`config.mk`:
```
export PLATFORM = sky130hd
export DESIGN_NAME = divider_mc
export DESIGN_NICKNAME = d
export VERILOG_FILES = /design/src/rtl/divider_pkg.sv /design/src/rtl/divider_step.sv /design/src/rtl/divider_mc.sv
export SDC_FILE = /design/constraint.sdc
export NUM_CORES = 1
export LEC_CHECK = 0
export ABC_AREA = 0
export CORE_UTILIZATION = 55
export CTS_BUF_LIST = sky130_fd_sc_hd__clkbuf_4 sky130_fd_sc_hd__clkbuf_8 sky130_fd_sc_hd__clkbuf_16
export DETAILED_ROUTE_END_ITERATION = 10
export GPL_TIMING_DRIVEN = 0
export PLACE_DENSITY_LB_ADDON = 0.1
export SYNTH_ARGS = -nofsm -noshare
export SYNTH_HDL_FRONTEND = slang
export SYNTH_SLANG_ARGS = --single-unit
```
`constraint.sdc`:
```
create_clock -name clk -period 3.35 [get_ports clk]
set_clock_uncertainty 0.05 [all_clocks]
set_input_delay 0.67 -clock clk [delete_from_list [all_inputs] [get_ports clk]]
set_output_delay 0.67 -clock clk [all_outputs]
set_load 0.02 [all_outputs]
```
`src/rtl/divider_pkg.sv`:
```
// divider_pkg: shared FSM state type and width helpers for the multi-channel divider.
package divider_pkg;

   typedef enum logic [1:0] {IDLE, CALC, FIX} state_t;

   localparam int WIDTH_DEF = 12;
   localparam int CNT_W     = $clog2(WIDTH_DEF + 1);

   function automatic int sel_width(input int n);
      return (n > 1) ? $clog2(n) : 1;
   endfunction

   function automatic int cnt_width(input int w);
      return $clog2(w + 1);
   endfunction

endpackage

```
`src/rtl/divider_step.sv`:
```
// divider_step: one combinational restoring-division iteration on {P, A} against divisor B.
module divider_step #(
   parameter int WIDTH = 12
)(
   input  logic [WIDTH-1:0] p,
   input  logic [WIDTH-1:0] a,
   input  logic [WIDTH-1:0] b,
   output logic [WIDTH-1:0] next_p,
   output logic [WIDTH-1:0] next_a
);

   logic [WIDTH:0] sh;
   logic [WIDTH:0] t;

   // P < B always holds, so the trial difference fits in WIDTH+1 signed bits.
   always_comb begin
      sh     = {p, a[WIDTH-1]};
      t      = sh - {1'b0, b};
      next_p = t[WIDTH] ? sh[WIDTH-1:0] : t[WIDTH-1:0];
      next_a = {a[WIDTH-2:0], ~t[WIDTH]};
   end

endmodule

```
`src/rtl/divider_mc.sv`:
```
// divider_mc: multi-channel restoring divider, one quotient bit per cycle,
// unsigned or two's-complement, with divide-by-zero flag and one-cycle ready.
module divider_mc
   import divider_pkg::*;
#(
   parameter  int WIDTH = 12,
   parameter  int NCH   = 2,
   localparam int SEL_W = sel_width(NCH)
)(
   input  logic               clk,
   input  logic               rst_n,
   input  logic               start,
   input  logic [SEL_W-1:0]   sel,
   input  logic               signed_mode,
   input  logic [NCH*WIDTH-1:0] dividend,
   input  logic [NCH*WIDTH-1:0] divisor,
   output logic [WIDTH-1:0]   quotient,
   output logic [WIDTH-1:0]   remainder,
   output logic               div_by_zero,
   output logic [SEL_W-1:0]   ch_out,
   output logic               busy,
   output logic               ready
);

   localparam int CW = cnt_width(WIDTH);

   state_t           state;
   logic [WIDTH-1:0] p, a, b;
   logic [WIDTH-1:0] next_p, next_a;
   logic [WIDTH-1:0] op_a, op_b;
   logic [SEL_W-1:0] ch_sel, ch;
   logic [CW-1:0]    cnt;
   logic             q_neg, r_neg, dbz;
   logic             sa, sb;

   always_comb begin
      ch_sel = (int'(sel) < NCH) ? sel : '0;
      op_a   = dividend[int'(ch_sel)*WIDTH +: WIDTH];
      op_b   = divisor[int'(ch_sel)*WIDTH +: WIDTH];
      sa     = signed_mode & op_a[WIDTH-1];
      sb     = signed_mode & op_b[WIDTH-1];
   end

   divider_step #(.WIDTH(WIDTH)) u_step (
      .p      (p),
      .a      (a),
      .b      (b),
      .next_p (next_p),
      .next_a (next_a)
   );

   // On divide-by-zero A keeps the raw dividend so it can be returned untouched.
   always_ff @(posedge clk or negedge rst_n) begin
      if (!rst_n) begin
         state       <= IDLE;
         p           <= '0;
         a           <= '0;
         b           <= '0;
         cnt         <= '0;
         q_neg       <= 1'b0;
         r_neg       <= 1'b0;
         dbz         <= 1'b0;
         ch          <= '0;
         quotient    <= '0;
         remainder   <= '0;
         div_by_zero <= 1'b0;
         ch_out      <= '0;
         busy        <= 1'b0;
         ready       <= 1'b0;
      end else begin
         ready <= 1'b0;
         case (state)
            IDLE: if (start) begin
               a     <= (op_b == '0) ? op_a : (sa ? -op_a : op_a);
               b     <= sb ? -op_b : op_b;
               p     <= '0;
               cnt   <= '0;
               q_neg <= sa ^ sb;
               r_neg <= sa;
               dbz   <= (op_b == '0);
               ch    <= ch_sel;
               busy  <= 1'b1;
               state <= (op_b == '0) ? FIX : CALC;
            end
            CALC: begin
               p     <= next_p;
               a     <= next_a;
               cnt   <= cnt + 1'b1;
               state <= (cnt == CW'(WIDTH - 1)) ? FIX : CALC;
            end
            FIX: begin
               quotient    <= dbz ? '1 : (q_neg ? -a : a);
               remainder   <= dbz ? a : (r_neg ? -p : p);
               div_by_zero <= dbz;
               ch_out      <= ch;
               ready       <= 1'b1;
               busy        <= 1'b0;
               state       <= IDLE;
            end
            default: state <= IDLE;
         endcase
      end
   end

endmodule
```
Word level (Yosys, flattened, before mapping) --
Index checks and enable logic that the tools add are counted. W data, S select, Z words.
Word-level totals: register bits after elaboration 74, word-level logic and storage cells 60
Operators by class: add/sub/neg operators 6, multiply operators 1, equality and inequality tests 4, shifts and indexed selects 2, muxes and demuxes 21, bitwise logic cells 4, reduce and logical (&&, ||, !) cells 7
Operator list (number):
- $mux W12 | 10
- $neg A12 Y12 | 4
- $pmux W12 S2 | 2
- $shiftx A24 B32 Y12 | 1
- $shiftx A24 B6 Y12 | 1
- $sub A13 B12 Y13 | 1
- $logic_not A12 Y1 | 1
- $pmux W4 S2 | 1
- $mux W2 | 3
- $reduce_and A2 Y1 | 3
- $add A4 B1 Y4 const B | 1
- $eq A4 B4 Y1 const B | 1
- $mux W4 | 1
- $pmux W2 S2 | 1
- $reduce_bool A2 Y1 | 2
- $mul A1 B2 Y3 const B | 1
- $and A1 B1 Y1 | 2
- $eq A2 B1 Y1 const B | 1
- $eq A2 B2 Y1 const B | 1
- $logic_not A2 Y1 | 1
- $mux W1 | 2
- $ne A2 B2 Y1 const B | 1
- $pmux W1 S2 | 1
- $not A1 Y1 | 1
- $xor A1 B1 Y1 | 1

Longest topological paths before layout --
depth after elaboration 7, mapped depth 12, depth with buffers taken out 10

Hierarchy --
From an unflattened synthesis, not the netlist that was laid out.
Unflattened totals: cell total of the unflattened synthesis 610, area total of the unflattened synthesis 5499.0 µm²
Modules (own cells, without submodules):
- divider_mc | instances 1, cells each 490, area each 4523.1 µm², sequential area each 1851.8 µm²
- divider_step | instances 1, cells each 120, area each 975.9 µm², sequential area each 0.0 µm²

Least setup slack after synthesis --
No wires, ideal clock.
kind register -> register, start point register a[11], end point register p[4], setup time 129 ps, arrival time 2486 ps, data required time 3171 ps, setup slack 685 ps, stages on the path, launching flop included 12, path buffers 1, path through dfrtp_1 -> inv_1 -> ha_1 -> inv_1 -> fa_1 -> a21oi_2 -> o2111ai_2 -> a311oi_2 -> or2_1 -> buf_4 -> nor3_1 -> a2111o_1
Between the ends: longest elaborated chain between the ends 3
Ends and longest elaborated chain:
- start: declaration | RTL line divider_mc.sv:28 | logic [WIDTH-1:0] p, a, b;
- start signal: assignment | RTL line divider_mc.sv:74 | a <= (op_b == '0) ? op_a : (sa ? -op_a : op_a);
- start signal: assignment | RTL line divider_mc.sv:87 | a <= next_a;
- $sub A13 B12 Y13 | RTL line divider_step.sv:18 | t = sh - {1'b0, b};
- $mux W12 | RTL line divider_step.sv:19 | next_p = t[WIDTH] ? sh[WIDTH-1:0] : t[WIDTH-1:0];
- $pmux W12 S2 | RTL line divider_mc.sv:72 | case (state)
- end signal: assignment | RTL line divider_mc.sv:86 | p <= next_p;
- end: declaration | RTL line divider_mc.sv:28
No other way between the ends. A chain may end at the register's enable or synchronous reset.

Worst setup path in the final report --
start point input port sel, end point register a[10]
Between the ends: longest elaborated chain between the ends 7
Ends and longest elaborated chain:
- start: declaration | RTL line divider_mc.sv:13 | input logic [SEL_W-1:0] sel,
- $mul A1 B2 Y3 (*) | RTL line divider_mc.sv:38, divider_mc.sv:39
- $shiftx A24 B32 Y12 | RTL line divider_mc.sv:38 | op_a = dividend[int'(ch_sel)*WIDTH +: WIDTH];
- $neg A12 Y12 / $and A1 B1 Y1 (equally long branches) | RTL line divider_mc.sv:74, divider_mc.sv:40
- $mux W12 | RTL line divider_mc.sv:74
- $mux W12 (*) | RTL line divider_mc.sv:74
- $mux W12 (*) | RTL line divider_mc.sv:73 | IDLE: if (start) begin
- $pmux W12 S2 (*) | RTL line divider_mc.sv:72
Mark *: on every way between the ends. The rest lies on a longest branch, timed or not. The select of a mux whose other input is x is not followed.

==> results.yml <==
clock_tree:
  cts_max_level: 3
  cts.sinks: 74
  clk_pin_slew_worst_paths_ns: 0.08
  cts_made_buffers: 9
  clock_latency_on_the_worst_skew_pair_ns: 0.35
  cts.root.buffer_cell: "clkbuf_8"
  post_cts.resized_instances: 0
  total_of_hold_buffers_inserted_after_clock_tree_synthesis: 0
  post-cts-setup-buffers: 0
  cts_tree: "yes"
  cts.path.max_buffers: 2
grt:
  first_global_vias: 5079
  grt_util_all_layers: 0.305
  grt_antenna_before_repair: 0
  grt_start_max_net_pins: 72
  overflow: 0
  first_pass_grt_wire_length_um: 24400
placement:
  post_detail_place_hpwl_um: 11100
  dpl-instance-area_mm2: 0.00641
  io_buffers: 80
  dp.cells: 858
  rd_place_congestion: 0.906
worst_setup_path:
  worst_ep_arrival_time_ns: 3.31
  worst_path_largest_cell_delay_ns: 0.54
  crit_type: "input port to flip-flop"
  worst-endpoint-required_ns: 3.56
  critical-path-top-cell-by-count: "buf_2"
  reg2reg_slack_ns: 0.36
  path_cells: "clkdlybuf4s50_1 > buf_2 > buf_2 > buf_4 > mux2i_1 > ha_1 > o221ai_1 > nor2_1 > a31oi_1 > xor2_1 > o21ai_1"
  critical_path_source_type: "input port"
  end_kind: "flip-flop"
  path_max_fanout: 10
  crit_path_top_delay_cell: "clkdlybuf4s50_1"
floorplan:
  design.core.area_mm2: 0.00942
  chipHeight_um: 101
  dieArea_mm2: 0.0103
  num_io_pins: 81
  initial_core_util: 0.576
  die_x_um: 101
  core.rowCount: 35
final_layout:
  post_route_cells_drive_above_1_share: 0.0725
  layout_common_cells: "clkdlybuf4s50_1 (79), dfrtp_1 (74), nand2_1 (72), nor2_1 (51), a21oi_1 (45)"
  layout_commonest_cell: "clkdlybuf4s50_1"
  area_growth_from_synthesis_to_layout_pct: 22.1
  final_net_count: 811
  fillers: 790
  finish.cell_count_without_fillers: 874
  final_core_utilization: 0.704
  n_antenna_cell: 0
  stdcell_area_mm2: 0.00663
logic_synthesis:
  synth_edf_count: 0
  yosys_register_bits: 74
  ys_dominant_reg_cell: "dfrtp_1"
  synth.cell_area_mm2: 0.00543
  synth_nets: 719
  syn_avg_cell_area_um2: 8.37
  synth_cell_type_count: 69
  yosysSeqAreaShare: 0.341
  asyncSetResetFlopFracSynth: 1.00
  synth_cells: 648
  yosys_warnings: 0
detailed_routing:
  drc: 0
  route.vias.total: 5197
  detail_route.vias_per_cell: 5.95
  firstDrtPassIters: 5
  route.antenna.remaining_nets: 0
  drt_iter0_drc: 338
  wl_per_cell_um: 16.5
  finalWirelength_um: 14500
sta:
  worstMarginPinSlew_ns: 0.589
  max-slew-margin-rel: 0.606
  min_period_ns: 3.09
  timing.final.setup_violations: 0
  timing.final.max_slew_violations: 0
  unrepaired_setup_endpoints_after_global_routing: "false"
  achievable-frequency_ghz: 0.323
  hold_viol: 0
  ratio_of_final_minimum_period_to_clock_period: 0.924
power:
  p_leak_nw: 2.81
  p_int_mw: 3.30
  seq_power_share: 0.265
  power.ir.vdd_worst_v: 0.000786
  power.density_mw_per_mm2: 956
  p_comb_frac: 0.616
  clkPwrFrac: 0.119
  power_switching_mw: 3.04
  power_switching_share: 0.480
  totalPowerFinal_mw: 6.34
job:
  max_cap_viol_count: 0
outcome:
  status: "completed"
min_path:
  timing.hold.worst.class: "input port to asynchronous set/reset pin"
[power by group through the flow]
| stage | clock network (mW) | registers [mW] | logic (mW) |
|---|---|---|---|
| 6_report | 0.754 | 1.68 | 3.90 |
| 5_1_grt | 0.805 | 1.73 | 4.34 |
| 3_5_place_dp | 0 | 1.69 | 3.84 |
| 3_3_place_gp | 0 | 1.67 | 3.71 |
| 4_1_cts | 0.759 | 1.67 | 3.87 |
| 2_1_floorplan | 0 | 1.67 | 2.74 |
[cell type report]
cell class,count,area (um^2),area share
Timing Repair Buffer,81,826,0.125
Clock inverter,5,61.3,0.00925
Tap cell,129,161,0.0244
Inverter,24,90.1,0.0136
Sequential cell,74,1850,0.280
Buffer,40,171,0.0259
Clock buffer,11,151,0.0229
Multi-Input combinational cell,510,3310,0.500
[state kept, by name, summed over array words and instances, names as in the netlist, 2 cells and up]
name,flops
remainder,12
b,12
a,12
quotient,12
p,12
cnt,4
state,2
[metrics by stage]
step,setup slack (ns),TNS [ns],hold slack (ns)
after floorplan,0.685,0,0.324
after global placement,-0.930,-68.46,0.401
after detailed placement,-0.0527,-0.0527,0.406
after CTS,0.306,0,0.0523
after global routing,0.0637,0,0.0471
final,0.256,0,0.0649
[final timing paths]
path / to / from / cells past startpoint
worst max-delay path: a[10] / sel / 11
max in group asynchronous: b[3] / rst_n / 2
worst max register to register: p[7] / a[11] / 12
min in group clk: quotient[7] / quotient[7] / 2
worst min register to register: quotient[7] / quotient[7] / 2
worst min-delay path: quotient[10] / rst_n / 1
[routing by layer]
metal / routed length [um] / GRT usage / up-vias / part of all wire
met4: 414 / 0.122 / 0 / 0.029
met1: 5990 / 0.380 / 2466 / 0.41
li1: - / - / 2492 / -
met3: 846 / 0.0428 / 37 / 0.058
met2: 7210 / 0.533 / 202 / 0.50
met5: 0 / 0 / - / 0
[synthesized netlist by cell type (3+ instances only)]
cell type	number	share of area
nor3b_2	4	0.0092
o211ai_1	3	0.0042
xnor2_1	17	0.027
or2_2	3	0.0035
buf_2	5	0.0046
nand3_1	30	0.028
nand4_1	8	0.0092
nor3_1	25	0.023
mux2i_1	27	0.050
nand3b_1	7	0.0097
or3_1	6	0.0069
nor3b_1	14	0.019
dfrtp_1	74	0.34
nor2_1	51	0.035
clkbuf_1	29	0.020
and3_1	11	0.013
nand2b_1	5	0.0058
a221oi_2	3	0.0083
o41ai_1	3	0.0048
nor2b_1	9	0.010
a31oi_1	4	0.0046
nand2_1	72	0.050
xor2_1	29	0.047
buf_1	3	0.0021
o22ai_1	3	0.0035
o31ai_1	7	0.0097
o21ai_0	44	0.041
o21ai_1	11	0.010
o221ai_1	5	0.0081
mux2_2	3	0.0062
o21a_1	4	0.0055
a21oi_1	45	0.042
inv_1	24	0.017
ha_1	17	0.039
[worst max-delay path, delay by kind of cell]
| kind | cells | cell delay [ns] |
|---|---|---|
| mux | 1 | 0.28 |
| xor+xnor | 1 | 0.18 |
| fa+ha+maj | 1 | 0.24 |
| buf+inv | 4 | 1.29 |
| compound gates | 3 | 0.44 |
| simple gates | 1 | 0.20 |
[logic make-up after synthesis]
group           share of synthesized area
fa+ha+maj                          0.0429
compound gates                      0.184
xor+xnor                           0.0743
buf+inv                            0.0482
flops                               0.341
simple gates                        0.244
mux                                0.0653
No activity file was read; power rests on OpenSTA's default activity.
